<file path="src/rtl/a_sqrtb_gen.sv">
// Iterative y = a * floor(sqrt(b)): restoring square root, then shift-add multiply.
// mode_in=1 returns the root alone; busy/ovr report occupancy and dropped requests.
module a_sqrtb_gen #(
    parameter int W  = 8,
    parameter int YW = W + W / 2
) (
    input  logic          clk,
    input  logic          rst,
    input  logic [W-1:0]  a_in,
    input  logic [W-1:0]  b_in,
    input  logic          mode_in,
    input  logic          in_ready,
    output logic [YW-1:0] y_out,
    output logic          y_ready,
    output logic          busy,
    output logic          ovr
);

    localparam int H  = W / 2;
    localparam int RW = H + 2;
    localparam int CW = $clog2(H + 1);
    localparam logic [CW-1:0] CNT_LAST = CW'(H - 1);
    localparam logic [CW-1:0] CNT_WB   = CW'(H);

    typedef enum logic [1:0] {IDLE, SQRT, MUL, DONE} state_t;

    state_t         state, state_nx;
    logic [YW-1:0]  a_sh;
    logic [YW-1:0]  acc;
    logic [W-1:0]   b_sh;
    logic           mode_r;
    logic [H-1:0]   root;
    logic [RW-1:0]  rem;
    logic [CW-1:0]  cnt;

    logic [RW-1:0]  rem_sh;
    logic [RW-1:0]  trial;
    logic           take;

    // One restoring-root digit: bring down the next bit pair and try subtracting 4*root+1.
    always_comb begin
        rem_sh = {rem[H-1:0], b_sh[W-1:W-2]};
        trial  = {root, 2'b01};
        take   = (rem_sh >= trial);
    end

    always_ff @(posedge clk or negedge rst) begin
        if (!rst) state <= IDLE;
        else      state <= state_nx;
    end

    always_comb begin
        state_nx = state;
        case (state)
            IDLE: if (in_ready) state_nx = SQRT;
            SQRT: begin
                if (cnt == CNT_WB)                    state_nx = DONE;
                else if (cnt == CNT_LAST && !mode_r) state_nx = MUL;
            end
            MUL:  if (cnt == CNT_WB) state_nx = DONE;
            DONE: state_nx = IDLE;
            default: state_nx = IDLE;
        endcase
    end

    // cnt == CNT_WB is a writeback cycle: the iterations are complete and the result is registered.
    always_ff @(posedge clk or negedge rst) begin
        if (!rst) begin
            a_sh    <= '0;
            acc     <= '0;
            b_sh    <= '0;
            mode_r  <= 1'b0;
            root    <= '0;
            rem     <= '0;
            cnt     <= '0;
            y_out   <= '0;
            y_ready <= 1'b0;
            busy    <= 1'b0;
            ovr     <= 1'b0;
        end else begin
            y_ready <= 1'b0;
            ovr     <= in_ready && (state != IDLE);
            case (state)
                IDLE: begin
                    if (in_ready) begin
                        a_sh   <= YW'(a_in);
                        b_sh   <= b_in;
                        mode_r <= mode_in;
                        root   <= '0;
                        rem    <= '0;
                        acc    <= '0;
                        cnt    <= '0;
                        busy   <= 1'b1;
                    end
                end
                SQRT: begin
                    if (cnt == CNT_WB) begin
                        y_out   <= YW'(root);
                        y_ready <= 1'b1;
                        busy    <= 1'b0;
                    end else begin
                        b_sh <= b_sh << 2;
                        rem  <= take ? (rem_sh - trial) : rem_sh;
                        root <= {root[H-2:0], take};
                        if (cnt == CNT_LAST && !mode_r) cnt <= '0;
                        else                            cnt <= cnt + 1'b1;
                    end
                end
                MUL: begin
                    if (cnt == CNT_WB) begin
                        y_out   <= acc;
                        y_ready <= 1'b1;
                        busy    <= 1'b0;
                    end else begin
                        if (root[0]) acc <= acc + a_sh;
                        a_sh <= a_sh << 1;
                        root <= root >> 1;
                        cnt  <= cnt + 1'b1;
                    end
                end
                default: ;
            endcase
        end
    end

endmodule

</file>
<file path="config.mk">
export PLATFORM = sky130hd
export DESIGN_NAME = a_sqrtb_gen
export DESIGN_NICKNAME = d
export VERILOG_FILES = /design/src/rtl/a_sqrtb_gen.sv
export SDC_FILE = /design/constraint.sdc
export NUM_CORES = 1
export LEC_CHECK = 0
export CORE_MARGIN = 5
export CORE_UTILIZATION = 40
export CTS_CLUSTER_DIAMETER = 80
export CTS_CLUSTER_SIZE = 40
export DETAILED_ROUTE_END_ITERATION = 8
export DONT_BUFFER_PORTS = 1
export PLACE_DENSITY = 0.52
export SLEW_MARGIN = 20
export SYNTH_ARGS = -nofsm -noshare
export SYNTH_HDL_FRONTEND = slang
export SYNTH_SLANG_ARGS = --single-unit
export TNS_END_PERCENT = 50
</file>
<file path="constraint.sdc">
create_clock -name clk -period 4.8 [get_ports clk]
set_input_delay 1.44 -clock clk [delete_from_list [all_inputs] [get_ports clk]]
set_output_delay 1.44 -clock clk [all_outputs]
set_load 0.05 [all_outputs]
</file>
# [After elaboration in Yosys (flattened, before gate mapping)]
# Cells that the tools add are included.
[totals] ff_bits=61 latchBits=0 ramBits=0 mem_bits_ro=0 in_bits=20 output_inout_bits=15 wordCells=84 mem_count=0
[classes] n_addsub=3 n_mul=0 div_mod_pow=0 n_lt_le_gt_ge=1 n_eq_ne=13 shifts=0 n_mux=36 bitwise_logic=0 n_reduce_logical=19
[op_table] cell="$mux W12" n=7
[op_table] cell="$pmux W12 S2" n=3
[op_table] cell="$mux W4" n=6
[op_table] cell="$mux W8" n=2
[op_table] cell="$pmux W8 S2" n=1
[op_table] cell="$reduce_and A3 Y1" n=5
[op_table] cell="$add A12 B12 Y12" n=1
[op_table] cell="$mux W3" n=4
[op_table] cell="$ne A2 B2 Y1 const B" n=6
[op_table] cell="$pmux W4 S3" n=1
[op_table] cell="$reduce_bool A2 Y1" n=5
[op_table] cell="$pmux W3 S3" n=1
[op_table] cell="$mux W2" n=4
[op_table] cell="$pmux W2 S4" n=1
[op_table] cell="$pmux W4 S2" n=1
[op_table] cell="$reduce_and A4 Y1" n=2
[op_table] cell="$ge A6 B6 Y1" n=1
[op_table] cell="$eq A2 B2 Y1 const B" n=2
[op_table] cell="$mux W1" n=4
[op_table] cell="$sub A4 B4 Y4" n=1
[op_table] cell="$add A3 B1 Y3 const B" n=1
[op_table] cell="$eq A3 B2 Y1 const B" n=1
[op_table] cell="$eq A3 B3 Y1 const B" n=1
[op_table] cell="$ne A3 B3 Y1 const B" n=1
[op_table] cell="9 further kinds" n=10

# [Logic depth before layout (Yosys ltp)]
# Gate-level depths: netlist of the first run.
[logic_depth] ltp_word=5 mapped_depth=9

# [Least setup slack after synthesis of the first run]
# No wires, ideal clock.
[synth_path] path_type="input-to-reg" startpoint="input port in_ready" endpoint="register a_sh[5]" arrival_time_ns=2.498 setup_slack_ns=2.224 cell_stages=6 cell_sequence="nor2b_1 clkbuf_1 nor3_1 clkbuf_1 nor2_1 a21oi_1"
[synth_via] elab_chain_cells=2
[synth_lines] item="start, declared" line_no="12" rtl="input logic in_ready,"
[synth_lines] item="$ne A2 B2 Y1 (no line)"
[synth_lines] item="$reduce_and A3 Y1 (no line)"
[synth_lines] item="end signal, assigned" line_no="86" rtl="a_sh <= YW'(a_in);"
[synth_lines] item="end signal, assigned" line_no="116" rtl="a_sh <= a_sh << 1;"
[synth_lines] item="end, declared" line_no="28" rtl="logic [YW-1:0] a_sh;"
# No other way between the ends.
# A chain may end at the register's enable or synchronous reset.

# [Worst setup path in the final report of the first run]
[layout_path] startpoint="register state[0]" endpoint="register acc[4]"
[layout_via] elab_chain_cells=3
[layout_lines] item="start, declared" line_no="27" rtl="state_t state, state_nx;"
[layout_lines] item="start signal, assigned" line_no="49" rtl="else state <= state_nx;"
[layout_lines] item="$eq A2 B2 Y1 / $logic_not A2 Y1 (equally long branches)" line_no="83" rtl="case (state)"
[layout_lines] item="$ne A2 B2 Y1 (no line) / $reduce_bool A2 Y1 (equally long branches)"
[layout_lines] item="$reduce_and A4 Y1 (no line)"
[layout_lines] item="end signal, assigned" line_no="115" rtl="if (root[0]) acc <= acc + a_sh;"
[layout_lines] item="end, declared" line_no="29" rtl="logic [YW-1:0] acc;"
# Parallel ways exist; a longest one is shown, timed or not.

==> results of run 1 <==
-- sequential cells by signal (all words and copies together) (netlist names) --
name     cells
a_sh        12
acc         12
b_sh         8
busy         1
cnt          3
mode_r       1
ovr          1
rem          4
root         4
state        2
y_out       12
y_ready      1
-- worst min path at each step --
| stage | end | slack (ps) | from |
|---|---|---|---|
| final | root[3] | 490 | root[3] |
| after global placement | root[3] | 470 | root[3] |
| after detailed placement | root[3] | 480 | root[3] |
| after floorplan | root[3] | 450 | root[3] |
| after global routing | mode_r | 540 | mode_r |
| after CTS | root[3] | 500 | root[3] |
-- power groups by stage --
stage	sequential [mW]	clock (mW)	combinational (mW)
after global routing	1.04	0.614	1.55
after detailed placement	1.02	0	1.37
after global placement	1.01	0	1.34
after CTS	1.01	0.591	1.37
after floorplan	0.957	0	1.15
final	1.00	0.576	1.36
-- metrics by stage --
| stage | hold slack [ps] | utilization |
|---|---|---|
| after floorplan | 449.8 | - |
| after global placement | 469.5 | 0.4247 |
| after detailed placement | 480.4 | 0.4247 |
| after CTS | 499.1 | 0.4544 |
| after global routing | 544.4 | 0.4544 |
| final | 491.4 | 0.4544 |
-- synth_stat cells, drive strengths merged, types with 4 or more instances --
| cell type | instances |
|---|---|
| mux2i | 14 |
| a22oi | 4 |
| o31ai | 6 |
| nor2 | 24 |
| a21o | 8 |
| o22ai | 6 |
| inv | 18 |
| xor2 | 4 |
| nor3 | 4 |
| nand2b | 4 |
| clkbuf | 15 |
| o221ai | 6 |
| nand2 | 28 |
| and3 | 6 |
| xnor2 | 9 |
| nand3 | 4 |
| ha | 24 |
| a22o | 13 |
| dfrtp | 61 |
| a21oi | 32 |
| o21ai | 16 |
| nor2b | 6 |
-- routing by layer --
| metal | wire length, µm | vias to the layer above | share of wire |
|---|---|---|---|
| li1 | - | 1256 | - |
| met1 | 3762 | 1207 | 0.51 |
| met2 | 3120 | 40 | 0.42 |
| met3 | 411 | 10 | 0.056 |
| met4 | 104 | 0 | 0.014 |
| met5 | 0 | - | 0 |
-- cells in the final DEF (no fill, tap or decap), drive strengths merged, types with 2 or more instances in the layout --
cell / Yosys / final
o22ai: 6 / 6
a31o: 3 / 3
nor3: 4 / 4
dfrtp: 61 / 61
a21o: 8 / 8
and2: 3 / 3
bufinv: 0 / 3
ha: 24 / 24
nor2b: 6 / 6
o31ai: 6 / 6
xnor2: 9 / 9
mux2i: 14 / 14
nand4: 3 / 3
inv: 18 / 18
buf: 3 / 5
mux2: 2 / 2
o21a: 3 / 3
a21oi: 32 / 32
o21bai: 2 / 2
clkbuf: 15 / 11
nand2b: 4 / 4
xor2: 4 / 4
and3: 6 / 6
a22oi: 4 / 4
a31oi: 3 / 3
nand3: 4 / 4
o221ai: 6 / 6
a22o: 13 / 13
o21ai: 16 / 16
nand2: 28 / 28
nor2: 24 / 24
nand3b: 2 / 2
-- kinds of logic (layout without fill, tap and decap cells) --
| kind of cell | after synthesis | in the layout | share of synthesized area |
|---|---|---|---|
| adder cells (fa/ha/maj) | 25 | 25 | 0.09333 |
| buffers and inverters | 36 | 38 | 0.04192 |
| AO/OA/AOI/OAI | 110 | 110 | 0.2198 |
| multiplexers | 16 | 16 | 0.04739 |
| flip-flops | 61 | 61 | 0.4448 |
| XOR/XNOR | 13 | 13 | 0.03318 |
| AND/OR/NAND/NOR | 87 | 87 | 0.1196 |
-- layout make-up --
| cell class | instances | area [µm²] |
|---|---|---|
| Clock buffer | 11 | 151.4 |
| Clock inverter | 4 | 95.09 |
| Fill cell | 773 | 4528 |
| Inverter | 18 | 67.56 |
| Multi-Input combinational cell | 251 | 1762 |
| Sequential cell | 61 | 1526 |
| Tap cell | 105 | 131.4 |
| Timing Repair Buffer | 5 | 37.54 |
-- critical path: cells and delay by family (launching register included) --
| kind | cells | cell delay [ps] |
|---|---|---|
| compound gates | 2 | 270 |
| fa+ha+maj | 1 | 210 |
| buf+inv | 2 | 630 |
| flops | 1 | 390 |
| simple gates | 2 | 1010 |
==> flow_summary_export.csv, run 1 <==
group,metric,value,unit
pwr,vdd.ir_drop.worst,0.2626,mV
yosys,synthFlopType,"dfrtp_1",
timing,tns,0,ps
pwr,power_switching_share,0.4301,
placement,place_ws,1851,ps
placement,place_area,0.003525,mm²
yosys,synth_cells,348,
cells_and_area,syn_to_final_growth,9.880,%
pwr,power_frac_seq,0.341,
detailed_routing,drt-vias-per-instance,5.523,
pwr,p_int,1.676,mW
worst_setup_path,crit_path_end,"acc[4]",
cells_and_area,stdcell_count,455,
pwr,total_power,2.941,mW
worst_setup_path,worstSetupStartpoint,"state[0]",
worst_setup_path,cp_slowest_cell,"or3_1",
hold_path,whs_path_depth,2,
run_status,status,"finished clean",
timing,hold_viol_final,0,
detailed_routing,vias,2513,
worst_setup_path,cp_cell_sequence,"inv_1 > ha_1 > inv_1 > a21oi_1 > or3_1 > nor2_1 > a22o_1",
clocking,cts-resized-gates,0,
timing,skew,7.164,ps
placement,numPlacedInstances,440,
clocking,cts_hold_buf,0,
detailed_routing,wl,7399,µm
global_routing,grt_usage,0.1551,
pwr,clockPowerShare,0.196,
detailed_routing,first_iter_violations,72,
cells_and_area,drive_gt1_frac,0.09714,
global_routing,grt_pass1_vias,2562,
clocking,cts_tree,"done",
timing,drv_slew,0,
timing,fin_crit,2593,ps
detailed_routing,postRouteAntennaNets,0,
global_routing,busiest_layer,"met2",
clocking,cts_setup_buffers,0,
detailed_routing,drt_pre_antenna_iters,4,
worst_setup_path,worstSetupStartpointType,"flop",
timing,clock.fmax,385.7,MHz
yosys,synth_top_area_cell,"dfrtp_1",
pwr,p_switching,1.265,mW
worst_setup_path,arrival,2870,ps
yosys,syn_nets,393,
cells_and_area,n_antenna_cell,0,
yosys,ys_seq_area_frac,0.4448,
floorplan,rows,33,
floorplan,core,0.008299,mm²
clocking,cts_inserted_buffers,9,
timing,fin_ws,2207,ps
worst_setup_path,cp-end-kind,"flop",
yosys,syn_area_per_cell,9.862,µm²
global_routing,grt_antenna_before_repair,0,
worst_setup_path,critPathMaxFanout,22,
clocking,clkSlewWorstSetupHoldPaths,70,ps
floorplan,io_pins,35,
global_routing,grt.overflow.total,0,
global_routing,met2_usage,0.2210,
global_routing,grt_max_degree,62,
placement,hpwl,4984,µm
detailed_routing,wl_per_cell,16.26,µm
timing,rsz0062_at_grt,"false",
pwr,cellPowerDensity,779.8,mW/mm²
yosys,async_reset_ff_frac,1.000,
global_routing,gr-usage-met3,0.04804,
yosys,yosys-top-cells-area,"dfrtp_1 (44%), ha_1 (8.7%), a21oi_1 (4.7%)",
clocking,ctsRootBufferMaster,"clkbuf_8",
clocking,htreeDepth,3,
worst_setup_path,r2r-end,"acc[4]",
worst_setup_path,crit_path_frequent_cell,"inv_1",
clocking,clkLatencyLatePin,340,ps
global_routing,grt_pass1_wl,12690,µm
yosys,synth_seq_cells,61,
yosys,netlist.area_leader.share,0.4448,
worst_setup_path,rr_worst_depth,7,
floorplan,chipWidth,102.6,µm
yosys,yosys_warnings,0,
worst_setup_path,cp.required,5070,ps
timing,post-route-period-util,0.5401,
pwr,p_leak,1.701,nW
yosys,ys_types,48,
worst_setup_path,crit_type,"reg -> reg",
placement,portBuffers,0,
cells_and_area,final_nets,391,
cells_and_area,design_area,0.003771,mm²
worst_setup_path,reg2reg_slack,2210,ps
floorplan,die_area,0.01053,mm²
floorplan,dieHeight,102.6,µm
yosys,synth_edf_count,0,
yosys,synthesis.area,0.003432,mm²
worst_setup_path,cp_slowest_stage_delay,620,ps
global_routing,grt_use_met1,0.2208,
timing,setup_viol,0,
timing,slew-limit-headroom,0.5186,
timing,worstMarginPinSlew,721.3,ps
detailed_routing,route.detailed.drc,0,
clocking,cts_buffer_depth,2,
hold_path,hold_path_class,"reg -> reg",
run,drv_cap,0,
clocking,cts.sinks,61,
placement,place_congestion,0.7239,
worst_setup_path,r2r_start,"state[0]",
pwr,comb_power_share,0.463,
floorplan,initial_core_util,0.4135,
No activity file was read; power rests on OpenSTA's default activity.
==> inputs of run 2 (changes only) <==
Settings changed: PLACE_DENSITY 0.52 to 0.54.
Clock period 4.8 ns to 2.3 ns, I/O delays scaled along.
==> run 2 against run 1 <==
Against the previous run: global-route usage grew 0.10 points; clock power grew 120%; register-to-register slack lost 2100 ps; utilization grew 1.3 points; largest power group unchanged; sequential power grew 110%; sequential share of layout area shrank 1.1 points; fmax grew 19%; critical endpoint is now acc[11]; via count grew 1.6%; power grew 120%; clock skew grew 3.0 ps; non-clock buffer count grew 10; final cell count grew 2.4%.
==> flow_summary_export.csv, run 2 (synthesis gave the netlist of run 1 again) <==
group,metric,value,unit
run_status,status,"finished clean",
worst_setup_path,critical_path.top_delay_family,"compound AO/OA/AOI/OAI gates",
worst_setup_path,path_buf_inv,0,
global_routing,grt_antenna_before_repair,0,
cells_and_area,drive_gt1_frac,0.1274,
pwr,vdd.ir_drop.worst,0.5306,mV
floorplan,dieHeight,102.6,µm
clocking,cts_inserted_buffers,9,
pwr,total_power,6.352,mW
worst_setup_path,cp_slowest_cell,"dfrtp_1",
hold_path,hold_path_class,"in -> async",
cells_and_area,syn_to_final_growth,13.09,%
timing,clock.fmax,460.9,MHz
floorplan,io_pins,35,
timing,skew,10.14,ps
detailed_routing,route.detailed.drc,0,
clocking,clkLatencyLatePin,350,ps
clocking,cts_tree,"done",
placement,hpwl,5243,µm
worst_setup_path,cp-end-kind,"flop",
run,drv_cap,0,
clocking,cts.sinks,61,
detailed_routing,drt-vias-per-instance,5.479,
timing,drv_slew,0,
clocking,ctsRootBufferMaster,"clkbuf_8",
timing,slew-limit-headroom,0.6245,
worst_setup_path,arrival,2400,ps
timing,post-route-period-util,0.9434,
timing,whs,29.65,ps
detailed_routing,wl,7505,µm
timing,rsz0062_at_grt,"false",
pwr,cellPowerDensity,1637,mW/mm²
floorplan,rows,33,
floorplan,initial_core_util,0.4135,
clocking,htreeDepth,3,
worst_setup_path,crit_type,"reg -> reg",
placement,portBuffers,0,
global_routing,grt_pass1_wl,12680,µm
timing,tns,0,ps
global_routing,grt_max_degree,62,
global_routing,grt_pass1_vias,2478,
placement,place_congestion,0.8211,
worst_setup_path,worstSetupStartpointType,"flop",
cells_and_area,final_cell_mix,"dfrtp_1 (61), a21oi_1 (32), nand2_1 (28)",
worst_setup_path,cp.required,2530,ps
detailed_routing,first_iter_violations,100,
worst_setup_path,critPathMaxFanout,2,
clocking,cts_buffer_depth,2,
global_routing,grt_usage,0.1561,
detailed_routing,vias,2553,
clocking,cts_setup_buffers,0,
pwr,p_leak,1.760,nW
floorplan,chipWidth,102.6,µm
cells_and_area,top_regs,"a_sh x12, acc x12, y_out x12",
cells_and_area,n_antenna_cell,0,
detailed_routing,postRouteAntennaNets,0,
floorplan,core,0.008299,mm²
cells_and_area,final_nets,401,
worst_setup_path,cp_slowest_stage_delay,380,ps
clocking,clkSlewWorstSetupHoldPaths,70,ps
timing,worstMarginPinSlew,563.3,ps
timing,fin_crit,2170,ps
worst_setup_path,cp_cell_sequence,"ha_1 > a211o_1 > a2111oi_4 > o311a_2 > xnor2_1 > nor2_1 > a221o_1",
detailed_routing,wl_per_cell,16.11,µm
detailed_routing,drt_pre_antenna_iters,4,
cells_and_area,layout_commonest_cell,"dfrtp_1",
floorplan,die_area,0.01053,mm²
timing,setup_viol,0,
timing,hold_viol_final,0,
global_routing,grt.overflow.total,0,
[run 2: report_power, final]
part / switching [mW] / total (mW) / leakage, nW / internal, mW
clock: 0.436 / 1.25 / 0.130 / 0.810
sequential: 0.593 / 2.07 / 0.776 / 1.48
combinational: 1.66 / 3.04 / 0.854 / 1.38
[run 2: what timing repair did]
item | 4_1_cts | 5_1_grt
hold buffers | 0 | 0
gates resized for setup | 0 | 3
setup endpoints to repair | 0 | 2
[run 2: area by class of cell]
cell class / count / area (µm²)
clock inverters: 3 / 90.09
fillers: 790 / 4418
inverters: 18 / 67.56
flip-flops and latches: 61 / 1526
well taps: 105 / 131.4
clock buffers: 13 / 168.9
repair buffers: 15 / 112.6
multi-input cells: 251 / 1784
[run 2: final timing paths]
path	startpoint	to	slack [ps]	depth (start not counted)
min in group clk	in_ready	ovr	480	1
worst max register to register	a_sh[1]	acc[11]	130	7
worst min register to register	root[3]	root[3]	480	2
worst max-delay path	a_sh[1]	acc[11]	130	7
max in group asynchronous	rst	y_out[3]	2170	0
worst min-delay path	rst	y_ready	30	0
[run 2: through the flow]
| stage | util | cell area, µm² | instances | setup slack, ps |
|---|---|---|---|---|
| 2_1_floorplan | - | 3432 | 348 | 158.6 |
| 3_3_place_gp | 0.4337 | 3600 | 450 | 127.7 |
| 3_5_place_dp | 0.4337 | 3600 | 450 | 71.26 |
| 4_1_cts | 0.4649 | 3859 | 466 | 40.83 |
| 5_1_grt | 0.4677 | 3881 | 466 | 7.557 |
| 6_report | 0.4677 | 3881 | 466 | 130.1 |
[run 2: layer usage]
metal | track usage | vias to the layer above | part of all wire
met5 | 0 | - | 0
met4 | 0.05651 | 0 | 0.018
met3 | 0.05616 | 10 | 0.056
met2 | 0.2259 | 52 | 0.43
met1 | 0.2149 | 1213 | 0.49
li1 | - | 1278 | -
[run 2: worst reg2reg max path, stage by stage (launching register included)]
cell and delay [ps]:
dfrtp_1 380, ha_1 310, a211o_1 320, a2111oi_4 380, o311a_2 220, xnor2_1 140, nor2_1 60, a221o_1 250
